<file path="config.mk">
export PLATFORM = sky130hd
export DESIGN_NAME = lu_sequencer
export DESIGN_NICKNAME = d
export VERILOG_FILES = /design/src/rtl/lu_pkg.sv /design/src/rtl/lu_regfile.sv /design/src/rtl/lu_sequencer.sv
export SDC_FILE = /design/constraint.sdc
export NUM_CORES = 1
export LEC_CHECK = 0
export ABC_AREA = 0
export CORE_AREA = 2 2 152 154
export CTS_CLUSTER_SIZE = 10
export DETAILED_ROUTE_END_ITERATION = 7
export DIE_AREA = 0 0 154 156
export GPL_ROUTABILITY_DRIVEN = 0
export PLACE_DENSITY = 0.72
export SLEW_MARGIN = 25
export SYNTH_ARGS = -nofsm -noshare
export SYNTH_HDL_FRONTEND = slang
export SYNTH_HIERARCHICAL = 1
export SYNTH_SLANG_ARGS = --single-unit
</file>
<file path="constraint.sdc">
create_clock -name clk -period 2.6 [get_ports clk]
set_clock_uncertainty 0.2 [all_clocks]
set_input_delay 0.78 -clock clk [delete_from_list [all_inputs] [get_ports clk]]
set_output_delay 0.78 -clock clk [all_outputs]
set_load 0.03 [all_outputs]
</file>
<file path="src/rtl/lu_pkg.sv">
// Shared definitions for the logic-unit issue/writeback sequencer:
// opcode encodings, FSM state type and the default datapath sizes.
package lu_pkg;

    localparam int LU_DATA_W = 16;
    localparam int LU_REG_N  = 8;

    localparam logic [3:0] OP_LOAD = 4'b0000;
    localparam logic [3:0] OP_AND  = 4'b1000;
    localparam logic [3:0] OP_NAND = 4'b1001;
    localparam logic [3:0] OP_NOR  = 4'b1010;
    localparam logic [3:0] OP_OR   = 4'b1011;
    localparam logic [3:0] OP_NOT  = 4'b1100;
    localparam logic [3:0] OP_XOR  = 4'b1101;
    localparam logic [3:0] OP_XNOR = 4'b1110;
    localparam logic [3:0] OP_NEG  = 4'b1111;

    typedef enum logic [1:0] {
        IDLE,
        EXEC,
        HOLD
    } state_t;

    // Every opcode with the top bit set is handled by the logic unit.
    function automatic logic is_logic_op(input logic [3:0] op);
        return op[3];
    endfunction

endpackage

</file>
<file path="src/rtl/lu_regfile.sv">
// Operand register file: one synchronous write port, three combinational
// read ports (two operands plus debug). Clears to zero on reset.
module lu_regfile
    import lu_pkg::*;
#(
    parameter int DATA_W = LU_DATA_W,
    parameter int REG_N  = LU_REG_N,
    parameter int RA_W   = $clog2(REG_N)
) (
    input  logic              clk,
    input  logic              rst_n,
    input  logic              i_we,
    input  logic [RA_W-1:0]   i_waddr,
    input  logic [DATA_W-1:0] i_wdata,
    input  logic [RA_W-1:0]   i_ra_addr,
    input  logic [RA_W-1:0]   i_rb_addr,
    input  logic [RA_W-1:0]   i_dbg_addr,
    output logic [DATA_W-1:0] o_ra_data,
    output logic [DATA_W-1:0] o_rb_data,
    output logic [DATA_W-1:0] o_dbg_data
);

    logic [DATA_W-1:0] r_mem [REG_N];

    always_ff @(posedge clk or negedge rst_n) begin
        if (!rst_n) begin
            for (int i = 0; i < REG_N; i++) begin
                r_mem[i] <= '0;
            end
        end else if (i_we) begin
            r_mem[i_waddr] <= i_wdata;
        end
    end

    assign o_ra_data  = r_mem[i_ra_addr];
    assign o_rb_data  = r_mem[i_rb_addr];
    assign o_dbg_data = r_mem[i_dbg_addr];

endmodule

</file>
<file path="src/rtl/lu_sequencer.sv">
// Issue/writeback sequencer in front of the 16-bit logic unit.
// Optional perf counters are built when LU_SEQ_PERF_EN is defined.
module lu_sequencer
    import lu_pkg::*;
#(
    parameter int DATA_W = LU_DATA_W,
    parameter int REG_N  = LU_REG_N,
    parameter int RA_W   = $clog2(REG_N)
) (
    input  logic              clk,
    input  logic              rst_n,
    input  logic              instr_valid,
    output logic              instr_ready,
    input  logic [3:0]        instr_op,
    input  logic [RA_W-1:0]   instr_rd,
    input  logic [RA_W-1:0]   instr_ra,
    input  logic [RA_W-1:0]   instr_rb,
    input  logic [DATA_W-1:0] instr_imm,
    output logic [3:0]        lu_opcode,
    output logic [DATA_W-1:0] lu_a,
    output logic [DATA_W-1:0] lu_b,
    input  logic [DATA_W-1:0] lu_result,
    input  logic              lu_sel,
    output logic              res_valid,
    input  logic              res_ready,
    output logic [DATA_W-1:0] res_data,
    output logic              res_zero,
    output logic [RA_W-1:0]   res_rd,
    output logic              err,
    input  logic [RA_W-1:0]   dbg_addr,
    output logic [DATA_W-1:0] dbg_data
`ifdef LU_SEQ_PERF_EN
    ,
    output logic [15:0]       perf_instr_cnt,
    output logic [15:0]       perf_zero_cnt
`endif
);

    state_t            r_state;
    state_t            w_state_next;
    logic              w_instr_ready;
    logic              w_legal;
    logic              w_accept;
    logic              w_we;
    logic              w_zero;
    logic [DATA_W-1:0] w_ra_data;
    logic [DATA_W-1:0] w_rb_data;
    logic [DATA_W-1:0] w_value;

    logic [3:0]        r_lu_opcode;
    logic [DATA_W-1:0] r_lu_a;
    logic [DATA_W-1:0] r_lu_b;
    logic [DATA_W-1:0] r_imm;
    logic [RA_W-1:0]   r_rd;
    logic              r_is_load;
    logic              r_res_valid;
    logic [DATA_W-1:0] r_res_data;
    logic              r_res_zero;
    logic [RA_W-1:0]   r_res_rd;
    logic              r_err;

    assign w_legal  = is_logic_op(instr_op) || (instr_op == OP_LOAD);
    assign w_accept = instr_valid && w_instr_ready;
    assign w_we     = (r_state == EXEC);
    assign w_value  = r_is_load ? r_imm : lu_result;
    // The logic unit's own zero flag is trusted for logic ops.
    assign w_zero   = r_is_load ? (r_imm == '0) : lu_sel;

    lu_regfile #(
        .DATA_W (DATA_W),
        .REG_N  (REG_N),
        .RA_W   (RA_W)
    ) u_regfile (
        .clk        (clk),
        .rst_n      (rst_n),
        .i_we       (w_we),
        .i_waddr    (r_rd),
        .i_wdata    (w_value),
        .i_ra_addr  (instr_ra),
        .i_rb_addr  (instr_rb),
        .i_dbg_addr (dbg_addr),
        .o_ra_data  (w_ra_data),
        .o_rb_data  (w_rb_data),
        .o_dbg_data (dbg_data)
    );

    always_ff @(posedge clk or negedge rst_n) begin
        if (!rst_n) begin
            r_state <= IDLE;
        end else begin
            r_state <= w_state_next;
        end
    end

    always_comb begin
        w_state_next  = r_state;
        w_instr_ready = 1'b0;
        case (r_state)
            IDLE: begin
                w_instr_ready = 1'b1;
                if (instr_valid && w_legal) begin
                    w_state_next = EXEC;
                end
            end
            EXEC:    w_state_next = HOLD;
            HOLD: begin
                if (res_ready) begin
                    w_state_next = IDLE;
                end
            end
            default: w_state_next = IDLE;
        endcase
    end

    always_ff @(posedge clk or negedge rst_n) begin
        if (!rst_n) begin
            r_lu_opcode <= '0;
            r_lu_a      <= '0;
            r_lu_b      <= '0;
            r_imm       <= '0;
            r_rd        <= '0;
            r_is_load   <= 1'b0;
            r_res_valid <= 1'b0;
            r_res_data  <= '0;
            r_res_zero  <= 1'b0;
            r_res_rd    <= '0;
            r_err       <= 1'b0;
        end else begin
            r_err <= w_accept && !w_legal;
            if (w_accept && w_legal) begin
                r_rd      <= instr_rd;
                r_imm     <= instr_imm;
                r_is_load <= !is_logic_op(instr_op);
                // Operands are sampled here, so ra==rd still sees the old value.
                if (is_logic_op(instr_op)) begin
                    r_lu_opcode <= instr_op;
                    r_lu_a      <= w_ra_data;
                    r_lu_b      <= w_rb_data;
                end else begin
                    r_lu_opcode <= OP_LOAD;
                    r_lu_a      <= '0;
                    r_lu_b      <= '0;
                end
            end
            if (r_state == EXEC) begin
                r_res_valid <= 1'b1;
                r_res_data  <= w_value;
                r_res_zero  <= w_zero;
                r_res_rd    <= r_rd;
            end else if ((r_state == HOLD) && res_ready) begin
                r_res_valid <= 1'b0;
            end
        end
    end

`ifdef LU_SEQ_PERF_EN
    logic [15:0] r_perf_instr_cnt;
    logic [15:0] r_perf_zero_cnt;

    always_ff @(posedge clk or negedge rst_n) begin
        if (!rst_n) begin
            r_perf_instr_cnt <= '0;
            r_perf_zero_cnt  <= '0;
        end else if (r_state == EXEC) begin
            if (r_perf_instr_cnt != 16'hFFFF) begin
                r_perf_instr_cnt <= r_perf_instr_cnt + 16'd1;
            end
            if (w_zero && (r_perf_zero_cnt != 16'hFFFF)) begin
                r_perf_zero_cnt <= r_perf_zero_cnt + 16'd1;
            end
        end
    end

    assign perf_instr_cnt = r_perf_instr_cnt;
    assign perf_zero_cnt  = r_perf_zero_cnt;
`endif

    assign instr_ready = w_instr_ready;
    assign lu_opcode   = r_lu_opcode;
    assign lu_a        = r_lu_a;
    assign lu_b        = r_lu_b;
    assign res_valid   = r_res_valid;
    assign res_data    = r_res_data;
    assign res_zero    = r_res_zero;
    assign res_rd      = r_res_rd;
    assign err         = r_err;

endmodule

</file>
* Word level (Yosys, flattened, before mapping)
Index checks and enable logic that the tools add are counted.
Word-level totals: flip-flop bits (word level) 208, latch bits 0, bits in writable memories 0, ROM bits 0, input port bits 53, output and inout bits 75, word-level logic and storage cells 70, memories 0
Cells by class: $add $sub $neg 0, multiply operators 0, divide/modulo/power cells 0, order comparisons 5, equal/unequal tests 4, shift operators 0, mux-type cells 23, bitwise logic cells 4, reductions and logical operators 14
Operators with widths (count):
- 16-bit two-way mux | 10
- 16-bit binary-select mux with 3-bit select | 3
- 128-bit bitwise mux | 1
- 16-bit demux with 3-bit select | 1
- 4-bit >= comparator, second input constant | 4
- 16-bit logical NOT | 1
- 3-bit inverter with 4-bit output | 4
- 1-bit logical AND | 6
- 2-bit case mux with 3 select lines | 1
- 4-bit logical NOT | 1
- 4-bit by 1-bit < comparator with 1-bit output, second input constant | 1
- 1-bit two-way mux | 4
- 2-bit two-way mux | 2
- 4-bit two-way mux | 1
- 2-bit inequality test, second input constant | 2
- 2-bit by 1-bit == test with 1-bit output, second input constant | 1
- 2-bit == test, second input constant | 1
- 1-bit logical NOT | 2
- 2-bit logical NOT | 1
- 2-bit AND reduction | 1
- 2-bit nonzero test | 1
- 1-bit logical OR | 1

* Longest topological paths before layout
depth in word-level cells 6, depth in mapped cells 8, gate-level depth less buffers 4

* Hierarchy
The synthesis kept the hierarchy.
By module, submodules not included:
- lu_regfile | instances 1, cells each 450, area each 8062.7 µm², sequential area each 3203.1 µm²
- lu_sequencer | instances 1, cells each 250, area each 3134.3 µm², sequential area each 2001.9 µm²

* Worst setup path after synthesis
No wires, ideal clock.
kind input -> output, from input dbg_addr[0], to output dbg_data[1], arrival 1909 ps, required time 1620 ps, path slack -289 ps, cell stages on the path 4, buffers on the path 2, cell sequence buf_6 buf_6 mux4_1 mux2_2
Between the ends: word-level cells in the longest chain between the ends 4
Ends and longest elaborated chain:
- from (decl) | RTL line lu_sequencer.sv:30 | input logic [RA_W-1:0] dbg_addr,
- 3-bit inverter with 4-bit output (not written as such) | RTL line lu_regfile.sv:37 | assign o_dbg_data = r_mem[i_dbg_addr];
- 16-bit binary-select mux with 3-bit select | RTL line lu_regfile.sv:37
- 16-bit two-way mux (not written as such) (2 in a row) | RTL line lu_regfile.sv:37
- to (decl) | RTL line lu_sequencer.sv:31 | output logic [DATA_W-1:0] dbg_data
Every way passes these cells. The select of a mux whose other input is x is not followed.

* Final worst setup path
from input dbg_addr[0], to output dbg_data[14]
The elaborated chain is that of the path after synthesis.

==> impl_metrics.py <==
metrics = {
    "timing": {
        "worst_pin_slew_ns": 0.893,
        "max_freq_mhz": 332,
        "setup_ws_ns": -0.415,
        "relSlewSlack": 0.403,
        "fin_tns_setup_ns": -6.25,
        "setup_viol": 16,
        "final.min_clock_period_ns": 3.02,
        "grt_setup_unrepaired": "true",
        "hold_ws_ns": 0.0588,
        "fin_crit_sh": 1.16,
        "slew_violations": 0,
        "hold_violations": 0,
    },
    "floorplan": {
        "initial_core_util": 0.501,
        "ios": 128,
        "num_rows": 55,
        "die_h_um": 156,
        "die-area_sq_um": 24000,
        "dieWidth_um": 154,
        "coreArea_sq_um": 22400,
    },
    "drt": {
        "wl_um": 28700,
        "drc": 0,
        "post_drt_wl_per_cell_um": 25.7,
        "drt_iter0_markers": 341,
        "vias": 7086,
        "ant_nets": 0,
        "via_per_inst": 6.34,
        "dr.pass1.iters": 4,
    },
    "critical_path": {
        "cp-end-kind": "primary output",
        "worst_path_largest_cell_delay_ns": 0.49,
        "cp_cell_sequence": "buf_16 -> buf_12 -> mux4_2 -> mux2_4 -> buf_6",
        "critPathKind": "input pin to primary output",
        "cp.required_ns": 1.62,
        "cp_slowest_cell": "mux4_2",
        "cp_max_fo": 7,
        "critPathLaunchType": "input pin",
        "arrival_ns": 2.04,
    },
    "synth": {
        "synth_mux_area_frac": 0.433,
        "synth_top_family_by_area": "multiplexers",
        "synth_edf_count": 0,
        "avgSynthCellArea_sq_um": 16.0,
        "yosysSeqAreaShare": 0.465,
        "synthSimpleGateAreaFrac": 0.0363,
        "syn_inst": 700,
        "synth_warnings": 6,
        "synth-xor-area-share": 0,
        "synth_top_flop_cell": "dfrtp_1",
        "synth.area.top_cells": "dfrtp_1, mux2_2, mux4_1",
        "synth-adder-area-share": 0,
        "synth_cell_types": 29,
        "ys_ff_latch": 208,
        "async_reset_ff_frac": 1.00,
        "synth_top_area_share": 0.465,
        "syn_area_sq_um": 11200,
        "netlist_top_cells_count": "mux2_2, dfrtp_1, mux4_1",
        "yosysMostFrequentCell": "mux2_2",
        "synth_fp_nets": 753,
        "synth_top_area_cell": "dfrtp_1",
        "synth-compound-area-share": 0.0315,
    },
    "pwr": {
        "switching_share": 0.351,
        "leakage_nw": 6.01,
        "power_density_nw_per_um2": 1170,
        "clockPowerShare": 0.181,
        "switchingPower_mw": 5.60,
        "p_comb_frac": 0.428,
        "ir_drop_uv": 729,
        "internal-power_mw": 10.4,
        "total_power_mw": 16.0,
        "power_frac_seq": 0.390,
    },
    "cts": {
        "numCtsBuffers": 24,
        "clk_pin_slew_ns": 0.06,
        "worstSkewPairLatency_ns": 0.51,
        "cts_tree": "done",
        "htreeDepth": 1,
        "cts.path.max_buffers": 3,
        "ctsRootBufferMaster": "clkbuf_16",
        "clock_sinks": 208,
    },
    "final_layout": {
        "area.growth.synth_to_final_pct": 22.2,
        "fillers": 1638,
        "num_antenna_cells": 0,
        "drive_gt1_frac": 0.411,
        "register_area_sq_um": 5200,
        "fin_nets": 884,
        "multiInputGateArea_sq_um": 5610,
        "final_cells": 1117,
    },
    "placed_design": {
        "dp_cells": 1085,
        "dp_slack_ns": -0.737,
        "port_buffers": 127,
        "dpl.hpwl_um": 18100,
    },
    "worst_hold_path": {
        "min_path_type": "input pin to asynchronous set/reset pin",
    },
    "global_route": {
        "overflow": 0,
        "grt_pass1_vias": 7632,
        "grt_start_max_net_pins": 61,
        "grt_antenna_before_repair": 0,
        "track_usage": 0.248,
        "grt_pass1_wl_um": 45600,
    },
    "job": {
        "maxCapViolCount": 0,
    },
    "status": {
        "violations": "setup timing",
        "status": "finished with violations",
    },
}
## area by class of cell
cell class	instances	share of cell area
sequential	208	0.380
clock buffer	27	0.0463
multi-input combinational	430	0.410
inverter	4	0.00110
timing repair buffer	163	0.136
tap	285	0.0261
## kinds of logic after synthesis
logic type | after synthesis
mux | 307
flops | 208
compound gates | 43
simple gates | 80
buf+inv | 62
## final timing paths
check | from | to | slack, ns | cells after the start
worst max-delay path | dbg_addr[0] | dbg_data[14] | -0.42 | 5
worst min-delay path | rst_n | u_regfile/r_mem[7] | 0.06 | 1
worst max register to register | r_state[1] | u_regfile/r_mem[20] | 0.10 | 4
worst min register to register | lu_opcode[3] | lu_opcode[3] | 0.28 | 1
max in group asynchronous | rst_n | u_regfile/r_mem[30] | 1.47 | 2
min in group clk | lu_opcode[3] | lu_opcode[3] | 0.28 | 1
## power by group through the flow
| stage | Clock [mW] | Combinational, mW | Sequential, mW |
|---|---|---|---|
| final | 2.90 | 6.84 | 6.24 |
| after global routing | 3.09 | 7.25 | 6.46 |
| after CTS | 2.95 | 6.89 | 6.20 |
| after detailed placement | 0 | 6.71 | 6.23 |
| after global placement | 0 | 6.53 | 6.06 |
| after floorplan | 0 | 3.92 | 6.52 |
## metal layers
metal,GRT usage,share of wire
met1,0.337,0.40
met5,0,0
met2,0.416,0.50
met3,0.0397,0.079
met4,0.0725,0.023
## state kept, by name, summed over array words and instances (netlist names)
register / flops
u_regfile/r_mem: 128
lu_a: 16
lu_b: 16
r_imm: 16
res_data: 16
lu_opcode: 4
r_rd: 3
res_rd: 3
r_state: 2
err: 1
r_is_load: 1
res_valid: 1
res_zero: 1
## cell usage in the layout (no fill, tap or decap), drive strengths merged
master         netlist  final
mux2               211    211
dlymetal6s2s         0      1
a21o                 1      1
mux4                96     96
nor4bb               3      3
nand4b               3      3
nor2                 2      2
nand2b               2      2
and3                 1      1
or4                  2      2
a22o                35     35
nor4                 2      2
nand4                1      1
o22ai                1      1
nor4b                1      1
o21ai                1      1
o211ai               1      1
clkdlybuf4s50        0    102
nor3                 3      3
inv                  4      4
clkbuf              12     29
buf                 46     56
dfrtp              208    208
dlygate4sd2          0      2
nand3                1      1
nand2               59     59
a21oi                4      4
## what timing repair did
| item | CTS | global route |
|---|---|---|
| gates cloned | 5 | 0 |
| hold buffers | 0 | 0 |
| setup endpoints to repair | 18 | 18 |
| resized for setup | 36 | 3 |
| setup buffers | 0 | 0 |
## critical path, delay by kind of cell
kind / cells / cell delay (ns)
buffers and inverters: 3 / 0.45
muxes: 2 / 0.79
## per-stage QoR
stage	area, sq um	utilization
floorplan	11200	-
global placement	12800	0.575
detailed placement	12800	0.575
CTS	13700	0.612
global route	13700	0.612
finish	13700	0.612
(Power assumes the default switching activity.)
